==> src/rtl/score_display_scanner.sv <==
// score_display_scanner: formats game state into a scanned digit display.
// Result messages are held for HOLD cycles and blink while shown.
module score_display_scanner #(
  parameter int NDIG      = 4,
  parameter int SCAN_DIV  = 4,
  parameter int BLINK_DIV = 8,
  parameter int HOLD      = 16
) (
  input  logic              clk,
  input  logic              reset,
  input  logic [2:0]        state,
  input  logic [3:0]        round,
  input  logic [3:0]        win,
  input  logic [3:0]        lose,
  input  logic [3:0]        p1_black,
  input  logic [3:0]        p1_white,
  input  logic [3:0]        p2_black,
  input  logic [3:0]        p2_white,
  input  logic [1:0]        matchresult,
  input  logic [1:0]        gameresult,
  output logic [4*NDIG-1:0] word,
  output logic [NDIG-1:0]   digit_en,
  output logic [3:0]        digit_val,
  output logic              busy,
  output logic              frame_tick
);
  localparam int WW = 4 * NDIG;
  localparam int IW = $clog2(NDIG);
  localparam int PW = SCAN_DIV > 1 ? $clog2(SCAN_DIV) : 1;
  localparam int BW = BLINK_DIV > 1 ? $clog2(BLINK_DIV) : 1;
  localparam int HW = $clog2(HOLD + 1);
  logic [15:0]   base, mr_pat, gr_pat;
  logic [WW-1:0] fmt, word_q, word_d;
  logic [HW-1:0] hold_q, hold_d;
  logic [2:0]    prev_q;
  logic          src_q, src_d, is_res, entry;
  logic [PW-1:0] presc_q, presc_d;
  logic [IW-1:0] idx_q, idx_d;
  logic [BW-1:0] bcnt_q, bcnt_d;
  logic          blink_q, blink_d, ft_q, tc, wrap, bwrap;
  assign mr_pat = matchresult == 2'd0 ? 16'hFFFF : matchresult == 2'd1 ? 16'h7B3D :
                  matchresult == 2'd2 ? 16'h5878 : 16'h5874;
  assign gr_pat = gameresult == 2'd0 ? 16'hFFFF : gameresult == 2'd1 ? 16'hFF3D :
                  gameresult == 2'd2 ? 16'hFF78 : 16'hFF74;
  always_comb begin
    base = 16'hFFFF;
    case (state)
      3'd0: base = 16'h1A1F;
      3'd1: base = {round, 4'hF, win, lose};
      3'd2: base = {p1_black, p1_white, p2_black, p2_white};
      3'd3: base = 16'h1FFF;
      3'd4: base = 16'h2FFF;
      3'd5: base = mr_pat;
      3'd6: base = gr_pat;
      default: base = 16'hFFFF;
    endcase
  end
  // Base word in the top four digits; shifting in zeros then inverting blanks the rest.
  assign fmt    = ~(WW'(~base) << (WW - 16));
  assign is_res = state == 3'd5 || state == 3'd6;
  assign busy   = hold_q != '0;
  assign entry  = !busy && is_res && prev_q != state;
  assign word_d = busy ? word_q : fmt;
  assign src_d  = busy ? src_q : is_res;
  assign hold_d = busy ? hold_q - 1'b1 : entry ? HW'(HOLD) : '0;
  assign tc      = presc_q == PW'(SCAN_DIV - 1);
  assign wrap    = tc && idx_q == IW'(NDIG - 1);
  assign bwrap   = wrap && bcnt_q == BW'(BLINK_DIV - 1);
  assign presc_d = tc ? '0 : presc_q + 1'b1;
  assign idx_d   = !tc ? idx_q : wrap ? '0 : idx_q + 1'b1;
  assign bcnt_d  = entry ? '0 : !wrap ? bcnt_q : bwrap ? '0 : bcnt_q + 1'b1;
  assign blink_d = entry ? 1'b1 : bwrap ? ~blink_q : blink_q;
  always_ff @(posedge clk) begin
    if (reset) begin
      word_q  <= '1;
      hold_q  <= '0;
      src_q   <= 1'b0;
      prev_q  <= 3'd0;
      presc_q <= '0;
      idx_q   <= '0;
      bcnt_q  <= '0;
      blink_q <= 1'b1;
      ft_q    <= 1'b0;
    end else begin
      word_q  <= word_d;
      hold_q  <= hold_d;
      src_q   <= src_d;
      prev_q  <= state;
      presc_q <= presc_d;
      idx_q   <= idx_d;
      bcnt_q  <= bcnt_d;
      blink_q <= blink_d;
      ft_q    <= wrap;
    end
  end
  assign word       = word_q;
  assign frame_tick = ft_q;
  assign digit_en   = NDIG'(1) << idx_q;
  assign digit_val  = (src_q && !blink_q) ? 4'hF : word_q[{idx_q, 2'b00} +: 4];
endmodule
==> config.mk <==
export PLATFORM = sky130hd
export DESIGN_NAME = score_display_scanner
export DESIGN_NICKNAME = d
export VERILOG_FILES = /design/src/rtl/score_display_scanner.sv
export SDC_FILE = /design/constraint.sdc
export NUM_CORES = 1
export LEC_CHECK = 0
export ABC_AREA = 1
export BUFFER_PORTS_ARGS = -buffer_cell sky130_fd_sc_hd__buf_2
export CAP_MARGIN = 0
export CORE_MARGIN = 2
export CORE_UTILIZATION = 50
export DETAILED_ROUTE_END_ITERATION = 8
export HOLD_SLACK_MARGIN = 0.03
export PLACE_DENSITY = 0.79
export SYNTH_ARGS = -nofsm -noshare
export SYNTH_HDL_FRONTEND = slang
export SYNTH_SLANG_ARGS = --single-unit
export TNS_END_PERCENT = 1
==> constraint.sdc <==
create_clock -name clk -period 1.7 [get_ports clk]
set_clock_uncertainty 0.1 [all_clocks]
set_input_delay 0.085 -clock clk [delete_from_list [all_inputs] [get_ports clk]]
set_output_delay 0.085 -clock clk [all_outputs]
set_load 0.05 [all_outputs]
==> reports/qor.yml <==
firstDrtPassIters: 4
hold_class: "in -> reg"
path_cells: "inv_2, nor2_1, nor2_1, o21ai_0, o311ai_2, clkbuf_4"
wire_per_inst_um: 12.1
root_buffer: "clkbuf_8"
status: "complete, no violations"
layout_setup_ws_ns: 0.0947
ys_seq_elements: 34
die_h_um: 66.3
fin_util: 0.670
crit_start: "idx_q[0]"
die_area_um2: 4400
mostFrequentLayoutCells: "80 x nor2_1, 59 x buf_2, 54 x nand2_1, 33 x dfxtp_1, 24 x nand3_1"
syn-instance-count: 290
area.sequential_um2: 684
drt_iter0_markers: 93
worstSkewPairLatency_ns: 0.30
dp_hpwl_mm: 3.82
postLayoutCellArea_um2: 2470
critPathArrivalTime_ns: 1.42
syn_to_final_growth_pct: 27.3
grt_max_degree: 13
crit_path_max_incr_delay_ns: 0.38
hold_violations: 0
crit_family: "buffers and inverters"
crit_required_ns: 1.51
numCtsBuffers: 5
nNetsFinal: 404
tritoncts: "yes"
syn_nets: 335
n_fill_cell: 350
rsz0062_at_grt: "no"
crit_buf_inv: 2
n_antenna_cell: 0
placed_cell_area_um2: 2300
final_common_cell: "nor2_1"
start_util: 0.526
gp_congestion: 0.904
core_um2: 3690
via_per_inst: 5.02
cts_sinks: 34
cts_buffer_depth: 2
fmax_ghz: 0.623
path_clk_slew_ns: 0.07
worstSetupPathType: "reg -> out"
synth_warnings: 0
drive_above_1_share: 0.264
slowest_stage: "dfxtp_4"
post-place-ws_ns: 0.180
synth_top_flop_cell: "dfxtp_1"
r2r_setup_slack_ns: 0.18
grt-ovfl-total: 0
hold_slack_ns: 0.0360
ys_types: 29
synthTopCellsByArea: "dfxtp_1 35%, nor2_1 15%, nand2_1 10%"
slew_viol_final: 0
p_total_mw: 3.54
synthArstFlopShare: 0
r2r-start: "hold_q[0]"
io_pins: 63
holdCritStartpoint: "round[3]"
avgSynthCellArea_um2: 6.69
htreeDepth: 2
min_period_ns: 1.61
grt_pass1_vias: 1900
grt_antenna_before_repair: 0
path_common_cell: "nor2_1"
worst_slew_margin_rel: 0.684
worstPathMaxFanout: 11
drc: 0
multiInputGateArea_um2: 1120
synth_seq_area_share: 0.351
maxCapViolCount: 0
setup-violations-final: 0
grt_use_total: 0.247
startpoint_type: "flip-flop"
wl_mm: 4.95
p_leak_nw: 1.19
synth_edf_count: 0
netlist_area_um2: 1940
ant_nets: 0
fp-row-count: 22
worstSetupEndpointType: "output port"
irDropWorstVdd_mv: 0.588
die_w_um: 66.3
tightest_slew_ns: 0.472
dr_total_vias: 2049
synth_top_area_frac: 0.351
netlist.top_cell.by_area: "dfxtp_1"
p_per_area_nw_per_um2: 1430
period_share: 0.944
portBuffers: 62
grt_pass1_wl_mm: 8.26
-- power by group --
group          switching [mW]  internal [mW]  leakage [nW]
logic                    1.21          0.469         0.864
clock network           0.307          0.436        0.0504
registers               0.136          0.983         0.280
-- flip-flops by register name, indices dropped and copies added (netlist names) --
register,cells
presc_q,2
hold_q,5
src_q,1
idx_q,2
frame_tick,1
blink_q,1
bcnt_q,3
prev_q,3
word,16
-- cell usage after synthesis, types with 3 or more instances --
| library cell | instances |
|---|---|
| ha_1 | 8 |
| buf_6 | 4 |
| nand2_1 | 54 |
| nand3_1 | 24 |
| dfxtp_1 | 34 |
| xnor2_1 | 3 |
| o311ai_0 | 4 |
| a21oi_1 | 16 |
| inv_2 | 3 |
| nor3_1 | 4 |
| nand4_1 | 5 |
| nor2_1 | 80 |
| buf_4 | 3 |
| o21ai_0 | 6 |
| inv_1 | 23 |
-- worst register-to-register path: stages, from the launching register on --
cell      delay, ns
dfxtp_1        0.31
inv_1          0.07
ha_1           0.22
nand3b_2       0.18
nor2_4         0.22
nand3_2        0.12
nor2_1         0.14
nor2_1         0.05
-- routing by layer --
layer | up-vias | global-route usage | routed length [um]
met2 | 56 | 0.429 | 2380
met3 | 6 | 0.0358 | 238
met5 | - | 0 | 0
li1 | 1070 | - | -
met4 | 0 | 0.105 | 88
met1 | 917 | 0.303 | 2250
-- final cells by class --
class                           count  share of cell area
Multi-Input combinational cell    221               0.452
Sequential cell                    34               0.277
Timing Repair Buffer               71               0.161
Inverter                           26              0.0395
Clock buffer                        5              0.0279
Tap cell                           48              0.0243
Clock inverter                      3              0.0182
-- metrics by stage --
step,instances,setup TNS (ns)
detailed placement,396,0
finish,408,0
global route,408,0
CTS,407,0
floorplan,290,-0.0878
global placement,396,0
-- final timing paths --
kind,to,depth (start not counted)
worst max-delay path,digit_val[1],6
worst min register to register,hold_q[0],1
worst min-delay path,word[15],5
worst max register to register,word[2],7
-- kinds of logic after synthesis --
family,Yosys count,share of synthesized area
AND/OR/NAND/NOR,180,0.403
buffers and inverters,35,0.0903
flip-flops,34,0.351
AO/OA/AOI/OAI,28,0.0819
adder cells (fa/ha/maj),8,0.0516
XOR/XNOR,5,0.0226
-- what timing repair did --
action / 4_1_cts / 5_1_grt
hold endpoints to repair: 6 / 0
cloned: 0 / 0
buffers inserted: 0 / 1
resized for setup: 1 / 7
hold buffers: 3 / 0
setup endpoints to repair: 4 / 4
Note: power is estimated with default switching activity, not from simulation.
